`src/rtl/id_ex_stage.sv`:
```
// ID/EX pipeline register: forwarding operand select, load-use bubble insertion,
// branch-flush bubbles and saturating stall/flush event counters.
module id_ex_stage #(
   parameter int XLEN   = 32,
   parameter int CTRL_W = 8,
   parameter int CNT_W  = 16
) (
   input  logic              clk,
   input  logic              rst,
   input  logic              id_valid,
   input  logic [XLEN-1:0]   id_pc,
   input  logic [4:0]        id_rs1,
   input  logic [4:0]        id_rs2,
   input  logic [4:0]        id_rd,
   input  logic              id_regwrite,
   input  logic              id_memread,
   input  logic              id_memwrite,
   input  logic [CTRL_W-1:0] id_ctrl,
   input  logic [XLEN-1:0]   id_imm,
   input  logic [XLEN-1:0]   rf_rdata1,
   input  logic [XLEN-1:0]   rf_rdata2,
   input  logic              fwdEX_r1,
   input  logic              fwdWB_r1,
   input  logic              fwdEX_r2,
   input  logic              fwdWB_r2,
   input  logic [XLEN-1:0]   ex_fwd_data,
   input  logic [XLEN-1:0]   wb_fwd_data,
   input  logic              flush,
   output logic              stall,
   output logic              ex_valid,
   output logic [XLEN-1:0]   ex_pc,
   output logic [XLEN-1:0]   ex_op1,
   output logic [XLEN-1:0]   ex_op2,
   output logic [XLEN-1:0]   ex_imm,
   output logic [4:0]        ex_rd,
   output logic              ex_regwrite,
   output logic              ex_memread,
   output logic              ex_memwrite,
   output logic [CTRL_W-1:0] ex_ctrl,
   output logic [CNT_W-1:0]  stall_cnt,
   output logic [CNT_W-1:0]  flush_cnt
);

   localparam logic [CNT_W-1:0] CNT_ONE = CNT_W'(1);

   logic [XLEN-1:0] op1;
   logic [XLEN-1:0] op2;
   logic            hz;

   always_comb begin
      op1 = fwdEX_r1 ? ex_fwd_data : (fwdWB_r1 ? wb_fwd_data : rf_rdata1);
      op2 = fwdEX_r2 ? ex_fwd_data : (fwdWB_r2 ? wb_fwd_data : rf_rdata2);
   end

   // Loads to x0 never stall; EX control bits are zero for bubbles, so no false match.
   always_comb begin
      hz = id_valid & ex_valid & ex_memread & (ex_rd != 5'd0) &
           ((ex_rd == id_rs1) | (ex_rd == id_rs2));
   end

   assign stall = hz & ~flush & ~rst;

   always_ff @(posedge clk or posedge rst) begin
      if (rst) begin
         ex_valid    <= 1'b0;
         ex_pc       <= '0;
         ex_op1      <= '0;
         ex_op2      <= '0;
         ex_imm      <= '0;
         ex_rd       <= '0;
         ex_regwrite <= 1'b0;
         ex_memread  <= 1'b0;
         ex_memwrite <= 1'b0;
         ex_ctrl     <= '0;
         stall_cnt   <= '0;
         flush_cnt   <= '0;
      end else if (flush) begin
         ex_valid    <= 1'b0;
         ex_regwrite <= 1'b0;
         ex_memread  <= 1'b0;
         ex_memwrite <= 1'b0;
         if (id_valid && (flush_cnt != '1)) flush_cnt <= flush_cnt + CNT_ONE;
      end else if (hz) begin
         ex_valid    <= 1'b0;
         ex_regwrite <= 1'b0;
         ex_memread  <= 1'b0;
         ex_memwrite <= 1'b0;
         if (stall_cnt != '1) stall_cnt <= stall_cnt + CNT_ONE;
      end else begin
         ex_valid    <= id_valid;
         ex_pc       <= id_pc;
         ex_op1      <= op1;
         ex_op2      <= op2;
         ex_imm      <= id_imm;
         ex_rd       <= id_rd;
         ex_regwrite <= id_valid & id_regwrite;
         ex_memread  <= id_valid & id_memread;
         ex_memwrite <= id_valid & id_memwrite;
         ex_ctrl     <= id_ctrl;
      end
   end

endmodule

```
`config.mk`:
```
export PLATFORM = sky130hd
export DESIGN_NAME = id_ex_stage
export DESIGN_NICKNAME = d
export VERILOG_FILES = /design/src/rtl/id_ex_stage.sv
export SDC_FILE = /design/constraint.sdc
export NUM_CORES = 1
export LEC_CHECK = 0
export ABC_AREA = 1
export CELL_PAD_IN_SITES_DETAIL_PLACEMENT = 1
export CELL_PAD_IN_SITES_GLOBAL_PLACEMENT = 1
export CORE_MARGIN = 10
export CORE_UTILIZATION = 32
export DETAILED_ROUTE_END_ITERATION = 10
export PLACE_DENSITY = 0.93
export SYNTH_ARGS = -nofsm -noshare
export SYNTH_HDL_FRONTEND = slang
export SYNTH_SLANG_ARGS = --single-unit
```
`constraint.sdc`:
```
create_clock -name clk -period 13.6 [get_ports clk]
set_input_delay 2.72 -clock clk [delete_from_list [all_inputs] [get_ports clk]]
set_output_delay 2.72 -clock clk [all_outputs]
set_load 0.02 [all_outputs]
```
==> metrics.md, run 1 <==
| Metric | Value |
|---|---|
| Area of all placed cells without fillers | `13700 sq um` |
| Total length of routed met3 wires | `~1.7 mm` |
| Final routed DRC violation total | `0` |
| Util after Layout | `0.497` |
| H-tree level count | `4` |
| Clock share of power | `0.336` |
| Placed instance area | `~13000 sq um` |
| Worst min path class | `reg -> reg` |
| Async set-reset flop share out of synthesis | `1.00` |
| Via/cell ratio | `4.90` |
| Die extent in y | `approximately 190 microns` |
| Clk slew on worst S/H paths | `around 0.070 ns` |
| Portion of total power attributed to sequential cells | `0.407` |
| Clock Path Buffers | `2` |
| Crit-path slowest cell | `sky130_fd_sc_hd__clkdlybuf4s50_1` |
| Seq/Total Area, Yosys | `0.497` |
| Initial core utilization | `0.322` |
| Net load switching power | `between 400 and 500 uW` |
| Setup skew after layout | `approximately 0.019 ns` |
| Proportion of layout cells with a drive suffix above 1 | `0.0361` |
| RSZ-0062 raised after global routing | `false` |
| Top layer reached by signal wires | `met4` |
| Top-level I/O count | `404` |
| Vias in the first global route | `around 10000` |
| Total number of nets in the final design | `roughly 1700` |
| Post-synth top area share | `0.497` |
| CTS tree | `yes` |
| Leakage power | `between 0.006 and 0.007 uW` |
| Cell area after technology mapping | `a little under 9000 sq um` |
| Placer Congestion | `~0.88` |
| Initial antenna violation count | `1` |
| WP depth | `5` |
| DRT iter0 DRCs | `roughly 550` |
| WL/cell | `20.7 microns` |
| Met2 routed WL | `just under 20 mm` |
| Placement row count | `61` |
| Part of the total power dissipated in combinational logic | `0.257` |
| Worst skew pair latency | `about 0.43 ns` |
| Antenna violation net count after detailed routing | `0` |
| Mean instance size in the synthesized netlist | `8.37 sq um` |
| Share of the clock period used by the worst path | `0.563` |
| CP endpoint kind | `output pin` |
| Cell-internal power | `roughly 1000 uW` |
| Tmin final | `approximately 7.7 ns` |
| Setup violators final | `0` |
| Final Total Pwr | `about 1500 uW` |
| Placed wire-length estimate | `between 20 and 30 mm` |
| Area inside the core boundary | `27600 sq um` |
| Met1 routed wirelength after detailed routing | `~15 mm` |
| Largest net degree at the start of global routing | `110` |
| Net Count, Synth | `between 1000 and 1500` |
| Synth Register Bits | `roughly 180` |
| Cell with the most instances on the worst path | `sky130_fd_sc_hd__clkdlybuf4s50_1` |
| Yosys top cell by area | `sky130_fd_sc_hd__dfrtp_1` |
| Final routed wirelength across all metal layers | `37.6 mm` |
| Outcome | `complete, no violations` |
| Slew at the pin closest to its max-slew limit | `roughly 1.2 ns` |
| Crit-path max cell delay | `0.62 ns` |
| Post-CTS setup buffers | `0` |
| Count of input and output buffers | `slightly above 400` |
| Max Transition Viols Final | `0` |
| Area added between synthesis and finish | `54.1%` |
| Number of CTS-inserted buffers | `17` |
| First-pass GRT wire length | `just under 60 mm` |
| Gate count of the mapped netlist | `around 1100` |
| Net Sw Frac | `0.316` |
| Yosys synthesis warning count | `0` |
| Cells traversed along the worst timing path | `clkdlybuf4s50_1 > inv_2 > nand3_1 > nor2_1 > clkdlybuf4s50_1` |
| Full die area | `around 35000 sq um` |
| Via Count | `between 8000 and 9000` |
| Sink count of the clock tree | `177` |
| Number of library cell types mapped by synthesis | `26` |
| Peak ir drop on the vdd network | `about 0.086 mV` |
| Worst endpoint data arrival time | `around 4.9 ns` |
| Total area of multi-input combinational cells | `approximately 4000 sq um` |
| Timing-limited maximum frequency | `131 MHz` |
| PwrDens | `~110 nW/um^2` |
| Total overflow reported by the global router | `0` |
| Total global routing track utilization | `0.211` |
| Number of buffers added to fix hold violations after cts | `0` |
| Number of buffer and inverter instances along the worst setup path | `3` |
| Register cell area after layout | `approximately 4400 sq um` |
| Count of endpoints failing hold in the final timing report | `0` |
| Horizontal extent of the die | `between 150 and 200 microns` |
| Top post-synthesis cells by count | `416 x sky130_fd_sc_hd__nand2_1, 177 x sky130_fd_sc_hd__dfrtp_1, 93 x sky130_fd_sc_hd__nand3_1` |
| Buffer cell driving the clock tree root | `sky130_fd_sc_hd__clkbuf_16` |
| Min-Delay Path Depth | `2` |
| Total Negative Setup Slacks | `0 ns` |
| Most frequent cell after synthesis | `sky130_fd_sc_hd__nand2_1` |
| Setup CP Type | `in -> out` |
| Family with the most delay on the worst path | `buffers and inverters` |
| Cells on worst reg2reg path | `11` |
| Largest fanout on the critical path | `35` |
| Top cells by area in the synthesized netlist | `sky130_fd_sc_hd__dfrtp_1 50%, sky130_fd_sc_hd__nand2_1 18%, sky130_fd_sc_hd__mux2i_1 7.2%, sky130_fd_sc_hd__o21a_1 5.4%, sky130_fd_sc_hd__nand3_1 5.2%` |
| Primary FF master, synth | `sky130_fd_sc_hd__dfrtp_1` |
| Max-cap violations | `0` |
| Number of iterations in the first detailed-routing pass | `4` |
| Filler cell count in the final layout | `between 3000 and 4000` |
| Type of element launching the critical path | `primary input` |
| CP required | `around 11 ns` |
| Worst slew margin | `0.221` |
| Cells resized by post-CTS repair | `0` |
| Count of flip-flops with a built-in enable after synthesis | `0` |
routing by layer:
metal | vias up | track usage
li1 | 4185 | -
met1 | 4415 | 0.235
met2 | 261 | 0.386
met3 | 52 | 0.0446
met4 | 0 | 0.0766
met5 | - | 0
area by class of cell:
class | instances | share of cell area
flip-flops and latches | 177 | 0.323
repair buffers | 408 | 0.295
multi-input cells | 791 | 0.295
well taps | 378 | 0.0345
clock buffers | 18 | 0.0320
clock inverters | 14 | 0.0120
inverters | 31 | 0.00884
diodes | 1 | 0.000182
cells by family (layout without fill, tap and decap cells):
| group | count (synthesis) | in the layout | synth area share |
|---|---|---|---|
| AO/OA/AOI/OAI | 134 | 134 | 0.0936 |
| XOR/XNOR | 29 | 29 | 0.0285 |
| adder cells (fa/ha/maj) | 2 | 2 | 0.00281 |
| buffers and inverters | 96 | 471 | 0.0495 |
| flip-flops | 177 | 177 | 0.497 |
| multiplexers | 64 | 64 | 0.0719 |
| other | 0 | 1 | 0 |
| AND/OR/NAND/NOR | 562 | 562 | 0.256 |
power groups by stage:
stage | combinational [uW] | clock [uW] | sequential, uW
3_3_place_gp | 380 | 0 | 619
3_5_place_dp | 391 | 0 | 624
5_1_grt | 417 | 547 | 621
4_1_cts | 393 | 522 | 615
2_1_floorplan | 113 | 0 | 678
6_report | 388 | 508 | 615
layout by cell type, fill, tap and decap left out, types with 5 or more instances in the layout:
cell	n
sky130_fd_sc_hd__mux2i_1	64
sky130_fd_sc_hd__nand3_1	93
sky130_fd_sc_hd__xnor2_1	17
sky130_fd_sc_hd__dfrtp_1	177
sky130_fd_sc_hd__clkdlybuf4s50_1	399
sky130_fd_sc_hd__o21ai_1	44
sky130_fd_sc_hd__inv_1	25
sky130_fd_sc_hd__xor2_1	12
sky130_fd_sc_hd__nor3_1	5
sky130_fd_sc_hd__nand2_1	416
sky130_fd_sc_hd__o21ai_0	24
sky130_fd_sc_hd__nor2_1	33
sky130_fd_sc_hd__o21a_1	64
sky130_fd_sc_hd__buf_4	5
sky130_fd_sc_hd__nand4_1	7
sky130_fd_sc_hd__inv_2	5
sky130_fd_sc_hd__clkbuf_16	17
worst paths after layout:
kind                                       startpoint                         to  slack (ns)
worst max-delay path                            flush                      stall        5.95
worst min-delay path            ex_imm[4]$_DFFE_PP0P_      ex_imm[4]$_DFFE_PP0P_        0.47
worst max register to register   ex_rd[1]$_DFFE_PP0P_     ex_op1[12]$_DFFE_PP0P_       10.36
worst min register to register  ex_imm[4]$_DFFE_PP0P_      ex_imm[4]$_DFFE_PP0P_        0.47
max in group asynchronous                         rst      ex_op1[9]$_DFFE_PP0P_        9.12
min in group asynchronous                         rst  stall_cnt[13]$_DFFE_PP0P_        2.92
worst reg2reg max path: stages (launching register included):
cell                      delay [ns]
sky130_fd_sc_hd__dfrtp_1        0.50
sky130_fd_sc_hd__inv_1          0.12
sky130_fd_sc_hd__nand2_1        0.07
sky130_fd_sc_hd__nand2_1        0.05
sky130_fd_sc_hd__nor2_1         0.24
sky130_fd_sc_hd__nand3_1        0.14
sky130_fd_sc_hd__nand2_2        0.16
sky130_fd_sc_hd__nand2_4        0.11
sky130_fd_sc_hd__nand2_8        0.40
sky130_fd_sc_hd__buf_4          1.00
sky130_fd_sc_hd__nand2_1        0.25
sky130_fd_sc_hd__o21ai_1        0.14
flip-flops by register name (all words and copies together), names as in the netlist:
signal and cells:
stall_cnt 16, ex_op1 32, ex_pc 32, flush_cnt 16, ex_ctrl 8, ex_op2 32
ex_regwrite 1, ex_rd 5, ex_memread 1, ex_valid 1, ex_memwrite 1, ex_imm 32
metrics by stage:
step                      hold slack, ns  setup slack [ns]  cells
after global placement             0.453              6.04   1785
after CTS                          0.474              5.98   1817
after floorplan                    0.578              6.08   1064
after global routing               0.496              5.83   1818
after detailed placement           0.457              5.98   1785
final                              0.468              5.95   1818
Power figures use the tool's default switching activity.
==> inputs of run 2 (changes only) <==
- CORE_UTILIZATION: 32 -> 30
- PLACE_DENSITY: 0.93 -> 0.89
- clock period: 13.6 -> 7.3 ns (I/O delays scaled with it)
==> run 2 against run 1 <==
  * Clock power grew 90%
  * Final area is 0.16% higher
  * Critical path depth did not move
  * Largest power group unchanged
  * Largest cell class unchanged
  * Sequential power grew 85%
==> metrics.md, run 2 (same netlist as run 1, synthesis figures left out) <==
| Metric | Value |
|---|---|
| Number of CTS-inserted buffers | `17` |
| Total overflow reported by the global router | `0` |
| Max-cap violations | `0` |
| Outcome | `complete, no violations` |
| Count of input and output buffers | `around 400` |
| Share of the clock period used by the worst path | `0.688` |
| Total global routing track utilization | `0.195` |
| Final routed wirelength across all metal layers | `37.0 mm` |
| Tmin final | `~5 ns` |
| Worst skew pair latency | `approximately 0.43 ns` |
| Largest net degree at the start of global routing | `145` |
| Post-CTS setup buffers | `0` |
| Placed instance area | `about 13000 sq um` |
| Horizontal extent of the die | `192 microns` |
| Worst slew margin | `0.194` |
| Most frequent cells in the layout | `416 x sky130_fd_sc_hd__nand2_1, 399 x sky130_fd_sc_hd__clkdlybuf4s50_1, 177 x sky130_fd_sc_hd__dfrtp_1, 93 x sky130_fd_sc_hd__nand3_1` |
| Final routed DRC violation total | `0` |
| First-pass GRT wire length | `56.4 mm` |
| CP endpoint kind | `output pin` |
| Cells resized by post-CTS repair | `0` |
| Buffer cell driving the clock tree root | `sky130_fd_sc_hd__clkbuf_16` |
| Number of iterations in the first detailed-routing pass | `4` |
| FF-to-FF End | `ex_op1[23]$_DFFE_PP0P_` |
| Area inside the core boundary | `roughly 30000 sq um` |
| Total Negative Setup Slacks | `0 ns` |
| Setup CP Type | `in -> out` |
| Placed wire-length estimate | `28.3 mm` |
| Worst endpoint data arrival time | `3.56 ns` |
| Leakage power | `~0.0063 uW` |
| Die extent in y | `approximately 190 microns` |
| Clk slew on worst S/H paths | `about 0.06 ns` |
| Max Transition Viols Final | `0` |
| Placer Congestion | `around 0.84` |
| WL/cell | `20.2 microns` |
| CP required | `about 5.8 ns` |
| Hold endpoint | `ex_imm[29]$_DFFE_PP0P_` |
| Via/cell ratio | `4.83` |
| Peak ir drop on the vdd network | `between 0.1 and 0.15 mV` |
| Reg2Reg Setup Slack | `between 4 and 5 ns` |
| Startpoint of the worst-slack reg-to-reg timing path | `ex_rd[3]$_DFFE_PP0P_` |
| Met3 global-route usage | `0.0481` |
| DRT iter0 DRCs | `approximately 420` |
| Type of element launching the critical path | `primary input` |
| RSZ-0062 raised after global routing | `false` |
| Placement row count | `63` |
| H-tree level count | `4` |
| Vias in the first global route | `between 9000 and 10000` |
| Top-level I/O count | `around 400` |
| Initial antenna violation count | `0` |
| Clock Path Buffers | `2` |
| Met2 layer usage reported by global route | `0.351` |
| Full die area | `37000 sq um` |
| Min-Delay Path Depth | `2` |
| Proportion of layout cells with a drive suffix above 1 | `0.0347` |
| Count of endpoints failing hold in the final timing report | `0` |
| Slew at the pin closest to its max-slew limit | `approximately 1.2 ns` |
| Leading cell type in the layout, fill and taps excluded | `sky130_fd_sc_hd__nand2_1` |
| Total area of multi-input combinational cells | `4040 sq um` |
| Filler cell count in the final layout | `3452` |
| Setup skew after layout | `approximately 0.014 ns` |
| Register cell area after layout | `about 4400 sq um` |
| Cells on worst reg2reg path | `11` |
| Setup violators final | `0` |
| Antenna violation net count after detailed routing | `0` |
| Startpoint of the most critical hold path | `ex_imm[29]$_DFFE_PP0P_` |
| Busiest metal layer after global routing | `met2` |
| Number of buffers added to fix hold violations after cts | `0` |
| Initial core utilization | `0.302` |
| Area of all placed cells without fillers | `roughly 14000 sq um` |
| Total number of nets in the final design | `roughly 1700` |
| Area added between synthesis and finish | `54.4%` |
| Via Count | `between 8000 and 9000` |
| PwrDens | `approximately 210 nW/um^2` |
| Sink count of the clock tree | `~180` |
| Timing-limited maximum frequency | `about 200 MHz` |
| Worst min path class | `reg -> reg` |
| CTS tree | `yes` |
| Met1 Usage GRT | `0.225` |
| Largest fanout on the critical path | `32` |
==> run 2: cell type report <==
cell class | instances | share of cell area
antenna | 2 | 0.000364
clock buffer | 20 | 0.0325
clock inverter | 11 | 0.0113
sequential | 177 | 0.322
timing repair buffer | 409 | 0.295
inverter | 31 | 0.00883
multi-input combinational | 791 | 0.294
tap | 390 | 0.0355
==> run 2: worst max-delay path by stage <==
stage,slack (ns),end,startpoint
2_1_floorplan,1.04,ex_ctrl[0]$_DFFE_PP0P_,rst
3_3_place_gp,2.38,stall,id_rs2[3]
3_5_place_dp,2.28,stall,flush
4_1_cts,2.28,stall,flush
5_1_grt,2.15,stall,id_rs2[3]
6_report,2.28,stall,flush
==> run 2: worst max-delay path, stage by stage <==
cell	delay, ns
sky130_fd_sc_hd__clkdlybuf4s50_1	0.53
sky130_fd_sc_hd__inv_2	0.56
sky130_fd_sc_hd__nand3_1	0.23
sky130_fd_sc_hd__nor2_1	0.13
sky130_fd_sc_hd__clkdlybuf4s50_1	0.64
==> run 2: per-layer routing <==
layer	wire length, microns	share of wire
met5	0	0
met4	690	0.019
met3	2140	0.058
met2	19300	0.52
met1	14800	0.40
==> run 2: where the power goes <==
part / switching, uW / internal (uW)
clock network: 412 / 552
registers: 71.1 / 1070
logic: 367 / 354
total: 850 / 1980
==> run 2: per-stage QoR <==
step | cells | hold slack (ns) | worst slack, ns | utilization | total power (uW)
2_1_floorplan | 1064 | 0.578 | 1.04 | - | 1470
3_3_place_gp | 1798 | 0.452 | 2.38 | 0.446 | 1860
3_5_place_dp | 1798 | 0.457 | 2.28 | 0.446 | 1890
4_1_cts | 1829 | 0.473 | 2.28 | 0.466 | 2870
5_1_grt | 1829 | 0.495 | 2.15 | 0.466 | 2980
6_report | 1831 | 0.471 | 2.28 | 0.466 | 2830
==> inputs of run 3 (changes only) <==
- CORE_UTILIZATION: 30 -> 27
- PLACE_DENSITY: 0.89 -> 0.84
- clock period: 7.3 -> 4 ns (I/O delays scaled with it)
==> run 3 against run 2 <==
  * Die area rose by 9.9%
  * Final cell count rose by 3.2%
  * Global-route usage fell by 1.5 points
  * Flip-flop and latch count did not move
  * Sequential share of layout area fell by 0.39 points
  * Combinational power rose by 84%
  * Register-to-register slack got worse by 2.8 ns
  * Count of clock-buffer cells in the layout fell by 3
  * Via count did not move
  * Core utilization fell by 3.9 points
  * First-iteration DRC count fell by 38%
  * Sequential power rose by 82%
  * Critical path type unchanged
==> metrics.md, run 3 (same netlist as run 1, synthesis figures left out) <==
| Metric | Value |
|---|---|
| Cells traversed along the worst timing path | `clkdlybuf4s50_1 > inv_1 > nand2_1 > nand2_1 > nor2_1 > nand3_1 > nand2_2 > nand3_1 > nor2_1 > clkdlybuf4s50_1` |
| WL/cell | `between 15 and 20 microns` |
| Total number of nets in the final design | `1662` |
| Clock Path Buffers | `2` |
| Area added between synthesis and finish | `56.3%` |
| Portion of total power attributed to sequential cells | `0.402` |
| Type of element launching the critical path | `primary input` |
| Crit-path max cell delay | `roughly 0.64 ns` |
| Die extent in y | `202 microns` |
| Max-cap violations | `0` |
| RSZ-0062 raised after global routing | `false` |
| Number of CTS-inserted buffers | `17` |
| Tmin final | `3.64 ns` |
| CP required | `approximately 3.2 ns` |
| WP depth | `10` |
| Setup CP Type | `in -> out` |
| Placer Congestion | `roughly 0.83` |
| Setup skew after layout | `approximately 0.012 ns` |
| Cell-internal power | `roughly 3600 uW` |
| Vias in the first global route | `9537` |
| Worst skew pair latency | `between 0.4 and 0.5 ns` |
| Slew at the pin closest to its max-slew limit | `around 1.2 ns` |
| Count of input and output buffers | `403` |
| Final routed DRC violation total | `0` |
| Number of iterations in the first detailed-routing pass | `4` |
| CTS tree | `yes` |
| Area of all placed cells without fillers | `between 10000 and 15000 sq um` |
| Full die area | `about 41000 sq um` |
| First-pass GRT wire length | `57.3 mm` |
| Net load switching power | `roughly 1600 uW` |
| Area inside the core boundary | `roughly 33000 sq um` |
| Post-CTS setup buffers | `0` |
| Number of buffer and inverter instances along the worst setup path | `3` |
| Antenna violation net count after detailed routing | `0` |
| Worst endpoint data arrival time | `2.84 ns` |
| Peak ir drop on the vdd network | `between 0.2 and 0.3 mV` |
| Count of endpoints failing hold in the final timing report | `0` |
| Net Sw Frac | `0.304` |
| Cells resized by post-CTS repair | `0` |
| Placement row count | `66` |
| Leading cell type in the layout, fill and taps excluded | `sky130_fd_sc_hd__nand2_1` |
| Crit-path slowest cell | `sky130_fd_sc_hd__clkdlybuf4s50_1` |
| Met1 Usage GRT | `0.206` |
| Clock share of power | `0.341` |
| Largest fanout on the critical path | `5` |
| Proportion of layout cells with a drive suffix above 1 | `0.0415` |
| Largest net degree at the start of global routing | `80` |
| Cells on worst reg2reg path | `9` |
| Top-level I/O count | `slightly above 400` |
| DRT iter0 DRCs | `~260` |
| Worst slew margin | `0.187` |
| Initial antenna violation count | `2` |
| Family with the most delay on the worst path | `buffers and inverters` |
| Part of the total power dissipated in combinational logic | `0.256` |
| Clk slew on worst S/H paths | `approximately 0.07 ns` |
| Buffer cell driving the clock tree root | `sky130_fd_sc_hd__clkbuf_16` |
| Number of buffers added to fix hold violations after cts | `0` |
| Share of the clock period used by the worst path | `0.909` |
| Via Count | `8848` |
| Setup violators final | `0` |
| Horizontal extent of the die | `~200 microns` |
| Placed wire-length estimate | `approximately 29 mm` |
| Outcome | `complete, no violations` |
| Total overflow reported by the global router | `0` |
| Max Transition Viols Final | `0` |
| H-tree level count | `4` |
| Initial core utilization | `0.274` |
| Placed instance area | `~13000 sq um` |
| Timing-limited maximum frequency | `roughly 280 MHz` |
| Min-Delay Path Depth | `2` |
| Busiest metal layer after global routing | `met2` |
| Total Negative Setup Slacks | `0 ns` |
| Final routed wirelength across all metal layers | `approximately 37 mm` |
| PwrDens | `roughly 370 nW/um^2` |
| Worst min path class | `reg -> reg` |
| CP endpoint kind | `output pin` |
| Most frequent cells in the layout | `416 x sky130_fd_sc_hd__nand2_1, 399 x sky130_fd_sc_hd__clkdlybuf4s50_1, 177 x sky130_fd_sc_hd__dfrtp_1, 93 x sky130_fd_sc_hd__nand3_1` |
| Filler cell count in the final layout | `3890` |
| Total global routing track utilization | `0.180` |
| Via/cell ratio | `between 4 and 5` |
| Leakage power | `0.00633 uW` |
| Sink count of the clock tree | `between 150 and 200` |
| Met2 layer usage reported by global route | `0.316` |
| Met3 global-route usage | `0.0490` |
## run 3: cell count changes in the layout (fill, tap and decap cells not counted)
cell                       before  now
sky130_fd_sc_hd__buf_12         0    4
sky130_fd_sc_hd__buf_4          6    9
sky130_fd_sc_hd__clkinv_2       1    4
sky130_fd_sc_hd__clkbuf_1       2    0
sky130_fd_sc_hd__clkbuf_8       1    0
sky130_fd_sc_hd__diode_2        2    1
sky130_fd_sc_hd__inv_6          3    4
## run 3: layout make-up
| type | instances | area (sq um) | share of cell area |
|---|---|---|---|
| flip-flops and latches | 177 | 4430 | 0.318 |
| multi-input cells | 791 | 4040 | 0.291 |
| clock buffers | 17 | 425 | 0.0306 |
| diodes | 1 | 2.50 | 0.000180 |
| clock inverters | 15 | 180 | 0.0129 |
| inverters | 31 | 120 | 0.00863 |
| repair buffers | 416 | 4160 | 0.299 |
| well taps | 442 | 553 | 0.0397 |
## run 3: final timing paths
kind	from	slack [ns]	endpoint
worst min register to register	ex_pc[25]$_DFFE_PP0P_	0.47	ex_pc[25]$_DFFE_PP0P_
worst max register to register	flush_cnt[0]$_DFFE_PP0P_	1.48	flush_cnt[12]$_DFFE_PP0P_
min in group asynchronous	rst	0.85	ex_imm[29]$_DFFE_PP0P_
worst max-delay path	id_rs2[1]	0.36	stall
max in group asynchronous	rst	2.40	ex_op1[27]$_DFFE_PP0P_
worst min-delay path	ex_pc[25]$_DFFE_PP0P_	0.47	ex_pc[25]$_DFFE_PP0P_
## run 3: worst register-to-register path, stage by stage (launching register included)
cell	delay, ns
sky130_fd_sc_hd__dfrtp_1	0.42
sky130_fd_sc_hd__ha_1	0.26
sky130_fd_sc_hd__nand3_1	0.15
sky130_fd_sc_hd__inv_1	0.13
sky130_fd_sc_hd__and3_1	0.21
sky130_fd_sc_hd__a21oi_1	0.08
sky130_fd_sc_hd__nand2_1	0.50
sky130_fd_sc_hd__inv_1	0.42
sky130_fd_sc_hd__nand2_1	0.18
sky130_fd_sc_hd__nand2_1	0.06
## run 3: power groups by stage
stage               sequential, uW  clock [uW]  combinational, uW
floorplan                     2300           0                385
global route                  2110        1900               1430
detailed placement            2120           0               1340
global placement              2110           0               1310
CTS                           2080        1820               1350
finish                        2080        1770               1330
## run 3: per-layer routing
metal | vias to the layer above | part of all wire
met5 | - | 0.00035
met4 | 2 | 0.023
met3 | 43 | 0.057
met2 | 249 | 0.52
met1 | 4362 | 0.40
li1 | 4192 | -
## run 3: through the flow
stage	util	cells	setup slack, ns	hold WS, ns	total power (uW)
2_1_floorplan	-	1064	0.933	0.578	2690
3_3_place_gp	0.409	1857	0.400	0.453	3420
6_report	0.428	1890	0.365	0.469	5180
3_5_place_dp	0.409	1857	0.357	0.457	3460
5_1_grt	0.428	1890	0.212	0.493	5440
4_1_cts	0.428	1889	0.345	0.475	5260
